===== src/rtl/clock_pkg.sv =====
// -----------------------------------------------------------------------------
// clock_pkg
// Shared definitions for the HH:MM alarm clock controller:
//   - controller state encoding (also driven out on the 'mode' debug port)
//   - field focus encoding
//   - decoded, prioritised button type and the priority encoder
//   - bit positions of each BCD digit inside the 13-bit HH:MM word
//     {hr_tens[1:0], hr_units[3:0], min_tens[2:0], min_units[3:0]}
// -----------------------------------------------------------------------------
package clock_pkg;

  typedef enum logic [2:0] {
    ST_RUN       = 3'd0,
    ST_SET_TIME  = 3'd1,
    ST_SET_ALARM = 3'd2,
    ST_RING      = 3'd3
  } state_e;

  typedef enum logic {
    FOCUS_MIN = 1'b0,
    FOCUS_HR  = 1'b1
  } focus_e;

  // Only one button is acted on per cycle; this is the winner.
  typedef enum logic [2:0] {
    BTN_NONE = 3'd0,
    BTN_C    = 3'd1,
    BTN_L    = 3'd2,
    BTN_R    = 3'd3,
    BTN_U    = 3'd4,
    BTN_D    = 3'd5
  } btn_e;

  // Digit slice positions within the HH:MM BCD word.
  localparam int HR_T_MSB  = 12;
  localparam int HR_T_LSB  = 11;
  localparam int HR_U_MSB  = 10;
  localparam int HR_U_LSB  = 7;
  localparam int MIN_T_MSB = 6;
  localparam int MIN_T_LSB = 4;
  localparam int MIN_U_MSB = 3;
  localparam int MIN_U_LSB = 0;

  // Priority: centre > left > right > up > down.
  function automatic btn_e pick_button(input logic c, input logic l,
                                       input logic r, input logic u,
                                       input logic d);
    if (c)      return BTN_C;
    else if (l) return BTN_L;
    else if (r) return BTN_R;
    else if (u) return BTN_U;
    else if (d) return BTN_D;
    else        return BTN_NONE;
  endfunction

endpackage


===== src/rtl/bcd_hhmm_adjust.sv =====
// -----------------------------------------------------------------------------
// bcd_hhmm_adjust
// Combinational one-step adjust of a packed BCD HH:MM value.
//   hhmm   : input time/alarm word
//   field  : FOCUS_MIN steps minutes, FOCUS_HR steps hours
//   up     : 1 = increment, 0 = decrement
//   result : adjusted word; minutes wrap 59<->00 and hours wrap 23<->00.
//            A minute wrap never carries into the hours.
// -----------------------------------------------------------------------------
module bcd_hhmm_adjust
  import clock_pkg::*;
(
  input  logic [12:0] hhmm,
  input  focus_e      field,
  input  logic        up,
  output logic [12:0] result
);

  logic [1:0] hr_t,  nhr_t;
  logic [3:0] hr_u,  nhr_u;
  logic [2:0] min_t, nmin_t;
  logic [3:0] min_u, nmin_u;

  assign hr_t  = hhmm[HR_T_MSB:HR_T_LSB];
  assign hr_u  = hhmm[HR_U_MSB:HR_U_LSB];
  assign min_t = hhmm[MIN_T_MSB:MIN_T_LSB];
  assign min_u = hhmm[MIN_U_MSB:MIN_U_LSB];

  always_comb begin
    // NOTE: every output of a combinational block gets a default first, so
    // no path leaves it unassigned and no latch is inferred.
    nhr_t  = hr_t;
    nhr_u  = hr_u;
    nmin_t = min_t;
    nmin_u = min_u;
    if (field == FOCUS_MIN) begin
      if (up) begin
        if (min_u == 4'd9) begin
          nmin_u = 4'd0;
          nmin_t = (min_t == 3'd5) ? 3'd0 : min_t + 3'd1;
        end else begin
          nmin_u = min_u + 4'd1;
        end
      end else begin
        if (min_u == 4'd0) begin
          nmin_u = 4'd9;
          nmin_t = (min_t == 3'd0) ? 3'd5 : min_t - 3'd1;
        end else begin
          nmin_u = min_u - 4'd1;
        end
      end
    end else begin
      if (up) begin
        if (hr_t == 2'd2 && hr_u == 4'd3) begin
          nhr_t = 2'd0;
          nhr_u = 4'd0;
        end else if (hr_u == 4'd9) begin
          nhr_u = 4'd0;
          nhr_t = hr_t + 2'd1;
        end else begin
          nhr_u = hr_u + 4'd1;
        end
      end else begin
        if (hr_t == 2'd0 && hr_u == 4'd0) begin
          nhr_t = 2'd2;
          nhr_u = 4'd3;
        end else if (hr_u == 4'd0) begin
          nhr_u = 4'd9;
          nhr_t = hr_t - 2'd1;
        end else begin
          nhr_u = hr_u - 4'd1;
        end
      end
    end
  end

  assign result = {nhr_t, nhr_u, nmin_t, nmin_u};

endmodule


===== src/rtl/alarm_clock_ctrl.sv =====
// -----------------------------------------------------------------------------
// alarm_clock_ctrl
// Mode and alarm controller for an HH:MM alarm clock.
//   clk, rst         : system clock, asynchronous active-low reset
//   tick_1hz         : one-cycle pulse per second
//   btn_c/l/r/u/d    : debounced one-cycle button pulses
//   time_bcd         : live time from the time counter (packed BCD HH:MM)
//   time_run_en      : free-running enable to the time counter
//   time_up_down     : step direction to the time counter (1 = up)
//   min_step/hr_step : one-cycle step pulses to the time counter
//   alarm_bcd        : stored alarm time (packed BCD HH:MM)
//   disp_sel         : 0 = show time, 1 = show alarm
//   blank_hr/min     : blink blanking for the focused field
//   alarm_armed      : alarm enable (LED)
//   buzzer           : alarm sounding
//   mode             : current state encoding
// Every output is a register loaded from the next-state values, so a button
// pulse is decided in its own cycle and visible one cycle later.
// -----------------------------------------------------------------------------
module alarm_clock_ctrl
  import clock_pkg::*;
#(
  parameter int unsigned RING_SECS  = 60,
  parameter int unsigned BLINK_HALF = 1
) (
  input  logic        clk,
  input  logic        rst,
  input  logic        tick_1hz,
  input  logic        btn_c,
  input  logic        btn_l,
  input  logic        btn_r,
  input  logic        btn_u,
  input  logic        btn_d,
  input  logic [12:0] time_bcd,
  output logic        time_run_en,
  output logic        time_up_down,
  output logic        min_step,
  output logic        hr_step,
  output logic [12:0] alarm_bcd,
  output logic        disp_sel,
  output logic        blank_hr,
  output logic        blank_min,
  output logic        alarm_armed,
  output logic        buzzer,
  output logic [2:0]  mode
);

  localparam int BLINK_W = (BLINK_HALF > 1) ? $clog2(BLINK_HALF) : 1;
  localparam logic [BLINK_W-1:0] BLINK_LAST = BLINK_W'(BLINK_HALF - 1);
  localparam logic [7:0]         RING_LAST  = 8'(RING_SECS - 1);

  state_e             state, nxt_state;
  focus_e             focus, nxt_focus;
  btn_e               btn;
  logic [7:0]         ring_cnt, nxt_ring_cnt;
  logic [BLINK_W-1:0] blink_cnt, nxt_blink_cnt;
  logic               phase, nxt_phase;
  logic               match_prev;
  logic [12:0]        nxt_alarm, alarm_adj;
  logic               nxt_armed, nxt_up_down, nxt_min_step, nxt_hr_step;
  logic               match, trigger, in_set, nxt_in_set, adj_up, blink_restart;

  assign btn     = pick_button(btn_c, btn_l, btn_r, btn_u, btn_d);
  assign match   = (time_bcd == alarm_bcd);
  // Rising edge of the compare: a match that was already present never fires.
  assign trigger = alarm_armed && match && !match_prev;
  assign in_set  = (state == ST_SET_TIME) || (state == ST_SET_ALARM);
  assign adj_up  = (btn == BTN_U);
  assign mode    = state;

  bcd_hhmm_adjust u_alarm_adjust (
    .hhmm   (alarm_bcd),
    .field  (focus),
    .up     (adj_up),
    .result (alarm_adj)
  );

  always_comb begin
    nxt_state     = state;
    nxt_focus     = focus;
    nxt_alarm     = alarm_bcd;
    nxt_armed     = alarm_armed;
    nxt_up_down   = time_up_down;
    nxt_min_step  = 1'b0;
    nxt_hr_step   = 1'b0;
    nxt_ring_cnt  = ring_cnt;
    nxt_blink_cnt = blink_cnt;
    nxt_phase     = phase;
    blink_restart = 1'b0;

    case (state)
      ST_RUN: begin
        if (trigger) begin
          nxt_state    = ST_RING;
          nxt_ring_cnt = 8'd0;
        end else if (btn == BTN_C) begin
          nxt_state = ST_SET_TIME;
          nxt_focus = FOCUS_MIN;
        end else if (btn == BTN_U) begin
          nxt_armed = ~alarm_armed;
        end
      end

      ST_SET_TIME: begin
        case (btn)
          BTN_C: begin
            nxt_state = ST_SET_ALARM;
            nxt_focus = FOCUS_MIN;
          end
          BTN_L: nxt_focus = FOCUS_HR;
          BTN_R: nxt_focus = FOCUS_MIN;
          BTN_U, BTN_D: begin
            nxt_up_down   = (btn == BTN_U);
            nxt_hr_step   = (focus == FOCUS_HR);
            nxt_min_step  = (focus == FOCUS_MIN);
            blink_restart = 1'b1;
          end
          default: ;
        endcase
      end

      ST_SET_ALARM: begin
        case (btn)
          BTN_C: begin
            nxt_state = ST_RUN;
            nxt_armed = 1'b1;
          end
          BTN_L: nxt_focus = FOCUS_HR;
          BTN_R: nxt_focus = FOCUS_MIN;
          BTN_U, BTN_D: begin
            nxt_alarm     = alarm_adj;
            blink_restart = 1'b1;
          end
          default: ;
        endcase
      end

      ST_RING: begin
        // A silencing press is consumed here and has no other effect.
        if (btn != BTN_NONE) begin
          nxt_state = ST_RUN;
        end else if (tick_1hz) begin
          if (ring_cnt == RING_LAST) nxt_state = ST_RUN;
          else                       nxt_ring_cnt = ring_cnt + 8'd1;
        end
      end

      default: nxt_state = ST_RUN;
    endcase

    // Blink runs only while staying in a set state; any change of state or
    // an up/down press restarts it in the visible phase.
    if (!in_set || (nxt_state != state) || blink_restart) begin
      nxt_blink_cnt = '0;
      nxt_phase     = 1'b0;
    end else if (tick_1hz) begin
      if (blink_cnt == BLINK_LAST) begin
        nxt_blink_cnt = '0;
        nxt_phase     = ~phase;
      end else begin
        nxt_blink_cnt = blink_cnt + 1'b1;
      end
    end

    // Direction only matters while adjusting time; elsewhere the counter counts up.
    if (nxt_state != ST_SET_TIME) nxt_up_down = 1'b1;
  end

  assign nxt_in_set = (nxt_state == ST_SET_TIME) || (nxt_state == ST_SET_ALARM);

  always_ff @(posedge clk or negedge rst) begin
    if (!rst) begin
      state        <= ST_RUN;
      focus        <= FOCUS_MIN;
      ring_cnt     <= 8'd0;
      blink_cnt    <= '0;
      phase        <= 1'b0;
      match_prev   <= 1'b0;
      alarm_bcd    <= 13'd0;
      alarm_armed  <= 1'b0;
      buzzer       <= 1'b0;
      time_run_en  <= 1'b1;
      time_up_down <= 1'b1;
      min_step     <= 1'b0;
      hr_step      <= 1'b0;
      disp_sel     <= 1'b0;
      blank_hr     <= 1'b0;
      blank_min    <= 1'b0;
    end else begin
      // NOTE: sequential state uses non-blocking assignments so every
      // register samples the values from before this edge.
      state        <= nxt_state;
      focus        <= nxt_focus;
      ring_cnt     <= nxt_ring_cnt;
      blink_cnt    <= nxt_blink_cnt;
      phase        <= nxt_phase;
      match_prev   <= match;
      alarm_bcd    <= nxt_alarm;
      alarm_armed  <= nxt_armed;
      buzzer       <= (nxt_state == ST_RING);
      time_run_en  <= (nxt_state != ST_SET_TIME);
      time_up_down <= nxt_up_down;
      min_step     <= nxt_min_step;
      hr_step      <= nxt_hr_step;
      disp_sel     <= (nxt_state == ST_SET_ALARM);
      blank_hr     <= nxt_in_set && (nxt_focus == FOCUS_HR)  && nxt_phase;
      blank_min    <= nxt_in_set && (nxt_focus == FOCUS_MIN) && nxt_phase;
    end
  end

endmodule

===== config.mk =====
export PLATFORM = sky130hd
export DESIGN_NAME = alarm_clock_ctrl
export DESIGN_NICKNAME = d
export VERILOG_FILES = /design/src/rtl/clock_pkg.sv /design/src/rtl/bcd_hhmm_adjust.sv /design/src/rtl/alarm_clock_ctrl.sv
export SDC_FILE = /design/constraint.sdc
export NUM_CORES = 1
export LEC_CHECK = 0
export ABC_AREA = 1
export BUFFER_PORTS_ARGS = -buffer_cell sky130_fd_sc_hd__buf_2
export CAP_MARGIN = 20
export CELL_PAD_IN_SITES_DETAIL_PLACEMENT = 0
export CELL_PAD_IN_SITES_GLOBAL_PLACEMENT = 1
export CORE_MARGIN = 2
export CORE_UTILIZATION = 41
export DETAILED_ROUTE_END_ITERATION = 12
export PLACE_DENSITY = 0.84
export SYNTH_ARGS = -nofsm -noshare
export SYNTH_HDL_FRONTEND = slang
export SYNTH_SLANG_ARGS = --single-unit

===== constraint.sdc =====
create_clock -name clk -period 1.71 [get_ports clk]
set_input_delay 0.513 -clock clk [delete_from_list [all_inputs] [get_ports clk]]
set_output_delay 0.513 -clock clk [all_outputs]
set_load 0.01 [all_outputs]

==> impl_metrics.ini, run 1 <==
[die]
die-area_um2 = 7070
io_pins = 46
core_area_um2 = 6280
rows = 29
start_util_pct = 41.9
die_width_um = 84.1
die_h_um = 84.1

[final_layout]
drive_gt1_share_pct = 35.0
final_cell_mix = nand2_1 (79), buf_2 (45), dfrtp_1 (32)
fin_area_um2 = 3320
diodes = 0
area_growth_pct = 26.2
multi_input_area_um2 = 1550
layout.nets = 453
top_register = alarm_bcd
nFillCells = 610
layout_commonest_cell = nand2_1
seqCellArea_um2 = 906
largest_reg_flops = 13
stdcell_count = 500

[sta]
fin_setup_tns_ps = 0
fin_crit_ps = 1570
clock-skew-final_ps = 5.58
min_period_over_period_pct = 92.1
hold_violations = 0
drv_slew = 0
setup-violations-final = 0
max_freq_mhz = 635

[global_routing]
antenna_found_initial = 0
grt_max_degree = 21
grt-ovfl-total = 0
grt_pass1_wl_um = 10200
grt_pass1_vias = 2299
grt_usage_pct = 17.6

[drt]
drtPass1Iterations = 4
via_count = 2420
antenna_left = 0
wirelength_um = 5870
drt_iter0_markers = 115
vias_per_cell = 4.84
wl_per_cell_um = 11.7
drc = 0

[critical_path]
critPathMaxFanout = 6
worstSetupPathType = reg2reg
cp-startpoint = alarm_bcd[1]
cp_data_required_time_ps = 1890
start_kind = register
crit_arrival_ps = 1750
endpoint_kind = register
reg2reg_slack_ps = 140
ff2ff_path_depth = 7
worstReg2RegEnd = alarm_bcd[6]
endpoint = alarm_bcd[6]
r2r_start = alarm_bcd[1]

[job]
drv_cap = 0

[placed_design]
dp.cells = 490
postPlaceCellArea_um2 = 3160
hpwl_um = 4670
io_buffers = 45
gp_congestion = 0.858

[synthesis]
synth.avg_cell_area_um2 = 7.69
synth_fp_nets = 373
postSynthCellCount = 342
ys_ff_latch = 36
yosysSeqAreaShare_pct = 34.4
synth.distinct_cells = 47
synth.cell_area_um2 = 2630
yosys_warnings = 0

[cts]
numCtsBuffers = 5
cts_tree = yes
root_buffer = clkbuf_8
insertion_delay_ps = 290
cts_buffer_depth = 2
htreeDepth = 2
clock_sinks = 36
path_clk_slew_ps = 70

[outcome]
status = complete, no violations

[power_and_ir_drop]
power.density_nw_per_um2 = 663
leakage_nw = 1.72
irDropWorstVdd_uv = 322

[min_path]
worstHoldPathType = in2async
==> synth_stat cells (all sizes together) <==
library cell	instances	area share [%]
a211o	1	0.33
a211oi	2	1.0
a21o	1	0.29
a21oi	18	3.6
a31oi	4	1.5
and2	2	0.57
buf	3	0.86
clkinv	1	0.14
conb	1	0.14
dfrtp	34	32
dfstp	2	2.0
ha	10	4.8
inv	49	7.1
nand2	89	14
nand3	24	6.1
nand3b	1	0.76
nand4	9	3.0
nor2	43	8.4
nor3	7	1.8
nor3b	1	0.29
o2111a	1	0.43
o2111ai	1	0.33
o211ai	1	0.29
o21ai	20	4.1
o221ai	1	0.57
o22ai	3	0.71
o31ai	1	0.29
or2	1	0.24
xnor2	6	2.0
xor2	5	1.7
==> timing repair <==
item | 4_1_cts | 5_1_grt
endpoints found under the hold margin | 0 | 0
hold buffers | 0 | 0
setup endpoints to repair | 0 | 13
gates resized for setup | 0 | 9
buffers inserted | 0 | 2
==> cell families (layout without fill, tap and decap cells) <==
family | after synthesis | after routing | synth area share, %
flip-flops | 36 | 36 | 34.4
AND/OR/NAND/NOR | 177 | 177 | 35.5
AO/OA/AOI/OAI | 54 | 54 | 13.5
buffers and inverters | 53 | 134 | 8.09
adder cells (fa/ha/maj) | 10 | 10 | 4.76
XOR/XNOR | 11 | 11 | 3.66
other | 1 | 1 | 0.143
==> cell type report <==
type                            instances  area share, %
Clock buffer                            6           2.19
Clock inverter                          2           1.06
Inverter                               50           5.73
Multi-Input combinational cell        253           46.6
Sequential cell                        36           27.3
Tap cell                               77           2.90
Timing Repair Buffer                   76           14.2
==> where the power goes <==
group	switching, mW	total, mW	internal [mW]	leakage, nW
Sequential	0.0408	0.937	0.896	0.433
Combinational	0.309	0.524	0.215	1.23
Clock	0.306	0.739	0.433	0.0552
==> critical path, cell delays in order, from the launching register on <==
cell and delay (ps):
dfrtp_1 420, buf_4 170, nor3_1 270, nand2_1 90, nand2_1 110, nand3_2 150
nor3_1 200, a21oi_1 60
==> per-stage QoR <==
step / utilization, % / power [mW] / worst slack, ps / hold slack [ps]
after CTS: 52.0 / 2.21 / 73.0 / 149
after floorplan: - / 1.26 / 131 / 217
final: 52.8 / 2.20 / 135 / 147
after global routing: 52.8 / 2.32 / -5.96 / 170
after global placement: 50.3 / 1.47 / -116 / 464
after detailed placement: 50.3 / 1.47 / -134 / 467
==> how the worst min path moves through the flow <==
stage                         endpoint  slack (ps)  depth (start not counted)
after global placement    alarm_bcd[0]         460                          1
after CTS                 alarm_bcd[0]         150                          1
final                     alarm_bcd[0]         150                          1
after global routing      alarm_bcd[2]         170                          1
after floorplan            alarm_armed         220                          0
after detailed placement  alarm_bcd[0]         470                          1
==> metal layers <==
metal	vias up	global-route usage (%)	wire length [um]	share of wire [%]
met5	-	0	0	0
met2	56	28.7	2790	48
li1	1270	-	-	-
met3	9	3.46	220	3.8
met4	0	5.72	98	1.7
met1	1085	23.3	2750	47
Note: power is estimated with default switching activity, not from simulation.
==> inputs of run 2 (changes only) <==
--- a/config.mk
+++ b/config.mk
@@ -13,5 +13,6 @@
 export CORE_MARGIN = 2
-export CORE_UTILIZATION = 41
+export CORE_UTILIZATION = 39
 export DETAILED_ROUTE_END_ITERATION = 12
-export PLACE_DENSITY = 0.84
+export GPL_TIMING_DRIVEN = 0
+export PLACE_DENSITY = 0.81
 export SYNTH_ARGS = -nofsm -noshare
==> constraint.sdc (replaced) <==
create_clock -name clk -period 1.71 [get_ports clk]
set_input_delay 0.171 -clock clk [delete_from_list [all_inputs] [get_ports clk]]
set_output_delay 0.171 -clock clk [all_outputs]
set_load 0.01 [all_outputs]
==> run 2 against run 1 <==
The flow now finishes with violations (hold timing). Clock-buffer cell count unchanged. Maximum frequency is 6.5% lower. Total power decreased by 6.0%. Clock power down 15%. First-iteration DRC count shrank 33%. Setup slack worse by 110 ps. Clock skew fell by 3.0 ps. Register-to-register slack worse by 110 ps. Hold slack got worse by 170 ps. Critical path depth grew 5. Sequential power increased by 4.3%. Non-clock buffer count shrank 8.
==> impl_metrics.ini, run 2 (same netlist as run 1, synthesis figures left out) <==
[outcome]
status = finished with violations
violations = hold timing

[sta]
final.setup.worst_slack_ps = 25.3
min_period_over_period_pct = 98.5
slew_headroom_pct = 45.7
fin_setup_tns_ps = 0
setup-violations-final = 0
worstMarginPinSlew_ps = 815
whs_ps = -27.1
drv_slew = 0
clock-skew-final_ps = 2.55
hold_violations = 34
max_freq_mhz = 594
rsz0062_at_grt = true
fin_crit_ps = 1680

[drt]
drtPass1Iterations = 4
via_count = 2442
wl_per_cell_um = 12.3
wirelength_um = 6050
drc = 0
vias_per_cell = 4.96
drt_iter0_markers = 77
antenna_left = 0

[cts]
path_clk_slew_ps = 70
cts_tree = yes
root_buffer = clkbuf_8
htreeDepth = 2
clock_sinks = 36
numCtsBuffers = 5
cts_buffer_depth = 2
insertion_delay_ps = 290

[final_layout]
final_cell_mix = nand2_1 (70), buf_2 (45), inv_1 (30)
nFillCells = 647
largest_reg_flops = 13
diodes = 0
area_growth_pct = 25.9
layout_commonest_cell = nand2_1
top_register = alarm_bcd
layout.nets = 445
final_util_pct = 51.5
seqCellArea_um2 = 912
multi_input_area_um2 = 1600
stdcell_count = 492
fin_area_um2 = 3310
drive_gt1_share_pct = 38.3

[power_and_ir_drop]
power.density_nw_per_um2 = 624
clockPowerShare_pct = 30.5
combinationalPowerShare_pct = 22.3
pwr-share-seq_pct = 47.3
leakage_nw = 1.69
p_sw_share_pct = 32.3
irDropWorstVdd_uv = 427
p_sw_uw = 667
p_int_mw = 1.40
total_power_mw = 2.07

[critical_path]
worstSetupPathType = reg2reg
crit_arrival_ps = 1870
endpoint_kind = register
critPathMaxFanout = 5
crit_path_frequent_cell = nand2_2
critPathSlowestCell = dfrtp_1
start_kind = register
reg2reg_slack_ps = 30
cp_data_required_time_ps = 1890
max_stage_delay_ps = 400
timing.critical_path.buf_inv = 1
cp_top_family = simple AND/OR/NAND/NOR gates
crit_chain = buf_6, nand2_2, nand2_2, nor2_2, nand2_2, nor2_4, and2_4, nand3b_4, nand2_4, nand2_4, nand2_2, nand2_1

[die]
die_h_um = 86.1
core_area_um2 = 6420
io_pins = 46
rows = 29
start_util_pct = 40.9
die_width_um = 86.1
die-area_um2 = 7410

[global_routing]
grt_max_degree = 37
grt_pass1_wl_um = 10100
grt_usage_pct = 16.9
grt-ovfl-total = 0
antenna_found_initial = 0
grt_pass1_vias = 2269

[job]
drv_cap = 0

[min_path]
worstHoldPathType = in2async

[placed_design]
io_buffers = 45
hpwl_um = 4340
dp.cells = 464
gp_congestion = 0.886
pre_cts_ws_ps = -37.9
postPlaceCellArea_um2 = 2950
## run 2: cell count changes in the layout (fill, tap and decap cells not counted), sizes merged
cell    before  now
clkinv       2    3
buf         76   68
bufinv       1    0
## run 2: worst register-to-register path, cell delays in order, from the launching register on
cell and delay (ps):
dfrtp_1 400, buf_6 140, nand2_2 60, nand2_2 50
nor2_2 80, nand2_2 90, nor2_4 180, and2_4 180
nand3b_4 80, nand2_4 110, nand2_4 80, nand2_2 80
nand2_1 50
## run 2: cell type report
class	instances	area share, %
Sequential cell	36	27.6
Inverter	50	6.05
Timing Repair Buffer	66	11.7
Clock buffer	6	2.49
Multi-Input combinational cell	253	48.5
Buffer	2	0.567
Clock inverter	2	0.302
Tap cell	77	2.91
## run 2: path summary, 6_finish.rpt
kind / startpoint / end / depth (start not counted)
max reg2reg: alarm_bcd[9] / ring_cnt[4] / 12
max: alarm_bcd[9] / ring_cnt[4] / 12
max in group asynchronous: rst / alarm_bcd[8] / 1
min: rst / alarm_bcd[0] / 1
min in group clk: btn_c / disp_sel / 4
min reg2reg: ring_cnt[7] / ring_cnt[7] / 2
## run 2: routing by layer
layer | global-route usage [%] | up-vias | routed length (um)
met5 | 0 | - | 0
met4 | 5.34 | 0 | 66
met3 | 2.79 | 5 | 179
met2 | 27.6 | 45 | 2890
met1 | 22.9 | 1134 | 2910
li1 | - | 1258 | -
## run 2: power groups by stage
stage	clock (mW)	sequential (mW)	combinational (mW)
final	0.630	0.977	0.460
after global routing	0.706	0.986	0.521
after CTS	0.653	0.967	0.433
after detailed placement	0	0.983	0.430
after global placement	0	0.980	0.430
after floorplan	0	0.988	0.276
## run 2: what timing repair did
| item | CTS | global route |
|---|---|---|
| endpoints found under the setup margin | 8 | 20 |
| setup buffers | 0 | 21 |
| gates cloned | 0 | 0 |
| endpoints found under the hold margin | 0 | 0 |
| resized for setup | 3 | 33 |
| pin swaps | 0 | 17 |
| hold buffers | 0 | 0 |
==> inputs of run 3 (changes only) <==
- CORE_MARGIN: 2 -> 5
- CTS_BUF_LIST: not set -> sky130_fd_sc_hd__clkbuf_4 sky130_fd_sc_hd__clkbuf_8
- SETUP_SLACK_MARGIN: not set -> 0.15
==> run 3 against run 2 <==
The run still ends with hold timing left. Register-to-register slack improved by 40 ps. First-iteration DRC count increased by 10%. Maximum frequency increased by 2.7%. Utilization increased by 2.1 points. Largest power group unchanged.
==> impl_metrics.ini, run 3 (same netlist as run 1, synthesis figures left out) <==
[critical_path]
crit_arrival_ps = 1880
cp_data_required_time_ps = 1950
endpoint_kind = register
crit_path_frequent_cell = nand2_4
max_stage_delay_ps = 390
crit_chain = buf_6, nand2_4, nand2_4, nor2_4, nand2_2, nor2_4, buf_12, nand3_4, nand4_1, nand2_1, inv_2, nand2_4, nor2_2
critPathMaxFanout = 5
start_kind = register
critPathSlowestCell = dfrtp_1
worstSetupPathType = reg2reg

[cts]
htreeDepth = 2
cts_buffer_depth = 2
holdBufCountCts = 0
insertion_delay_ps = 290
cts_tree = yes
clock_sinks = 36
path_clk_slew_ps = 80
root_buffer = clkbuf_8
numCtsBuffers = 5

[power_and_ir_drop]
combinationalPowerShare_pct = 24.7
power.density_nw_per_um2 = 600
clockPowerShare_pct = 30.2
pwr-share-seq_pct = 45.1
p_sw_share_pct = 33.2
irDropWorstVdd_uv = 380
total_power_mw = 2.15
leakage_nw = 1.79
p_int_mw = 1.44
p_sw_uw = 713

[placed_design]
pre_cts_ws_ps = -45.1
gp_congestion = 0.881
io_buffers = 45
hpwl_um = 4510

[drt]
drc = 0
drtPass1Iterations = 4
antenna_left = 0
wirelength_um = 6650
drt_iter0_markers = 85
vias_per_cell = 4.91
wl_per_cell_um = 13.1
via_count = 2492

[sta]
setup-violations-final = 0
hold_violations = 29
final.setup.worst_slack_ps = 69.8
rsz0062_at_grt = true
worstMarginPinSlew_ps = 849
drv_slew = 0
fin_crit_ps = 1640
max_freq_mhz = 610
clock-skew-final_ps = 11.8
fin_setup_tns_ps = 0
slew_headroom_pct = 43.4
min_period_over_period_pct = 95.9
whs_ps = -17.6

[die]
die_width_um = 92.1
die-area_um2 = 8480
start_util_pct = 39.3
die_h_um = 92.1
core_area_um2 = 6680
rows = 30
io_pins = 46

[global_routing]
grt_pass1_wl_um = 11200
grt-ovfl-total = 0
grt_pass1_vias = 2464
grt_usage_pct = 16.1
antenna_found_initial = 0
grt_max_degree = 37

[min_path]
worstHoldPathType = in2async

[outcome]
violations = hold timing
status = finished with violations

[final_layout]
area_growth_pct = 36.3
final_cell_mix = nand2_1 (67), buf_2 (45), inv_1 (29), buf_4 (29), nor2_1 (28)
final_util_pct = 53.6
top_register = alarm_bcd
diodes = 0
drive_gt1_share_pct = 43.7
largest_reg_flops = 13
layout.nets = 458
layout_commonest_cell = nand2_1

[job]
drv_cap = 0
[run 3: cell types whose count changed in the layout (fill, tap and decap cells not counted), moves of 3 or more]
cell     before  now
buf_4        21   29
nand2_4       6   10
nor2_4        7   11
buf_6         2    5
nand2_1      70   67
nand3_1      17   14
nor2_2        7    4
[run 3: power by group through the flow]
| stage | registers [mW] | logic [mW] | clock network [mW] |
|---|---|---|---|
| final | 0.969 | 0.531 | 0.650 |
| after global routing | 0.979 | 0.595 | 0.719 |
| after CTS | 0.967 | 0.473 | 0.673 |
| after detailed placement | 0.982 | 0.435 | 0 |
| after global placement | 0.980 | 0.431 | 0 |
| after floorplan | 0.988 | 0.276 | 0 |
[run 3: critical path: cells and delay by family (launching register included)]
| family | cells | cell delay [ps] |
|---|---|---|
| buffers and inverters | 3 | 330 |
| AND/OR/NAND/NOR | 10 | 870 |
| flip-flops | 1 | 390 |
[run 3: cell type report]
class | count | area, um^2
Tap cell | 80 | 100
Fill cell | 656 | 3100
Clock inverter | 2 | 10.0
Clock buffer | 6 | 82.6
Sequential cell | 36 | 913
Timing Repair Buffer | 78 | 509
Inverter | 50 | 200
Buffer | 3 | 30.0
Multi-Input combinational cell | 253 | 1740
[run 3: final timing paths]
check,to,cells after the start,slack [ps],startpoint
worst max-delay path,blank_min,13,70,alarm_bcd[9]
worst min-delay path,alarm_bcd[4],1,-20,rst
worst max register to register,blank_min,13,70,alarm_bcd[9]
worst min register to register,ring_cnt[7],2,530,ring_cnt[7]
max in group asynchronous,alarm_bcd[1],1,1130,rst
min in group clk,disp_sel,3,270,btn_c
[run 3: repair_timing]
action	CTS	global route
gates cloned	0	0
resized for setup	21	48
setup buffers	20	13
endpoints found under the hold margin	0	0
pin swaps	10	21
setup endpoints to repair	24	25
[run 3: layer usage]
metal | share of wire, % | track usage (%) | up-vias
met5 | 0 | 0 | -
met4 | 1.9 | 7.18 | 0
met3 | 2.9 | 3.20 | 10
met2 | 51 | 26.8 | 35
met1 | 45 | 20.1 | 1162
li1 | - | - | 1285
[run 3: stage by stage]
stage,instance area (um^2),std cells
2_1_floorplan,2630,342
3_3_place_gp,2950,467
3_5_place_dp,2950,467
4_1_cts,3300,495
5_1_grt,3580,508
6_report,3580,508
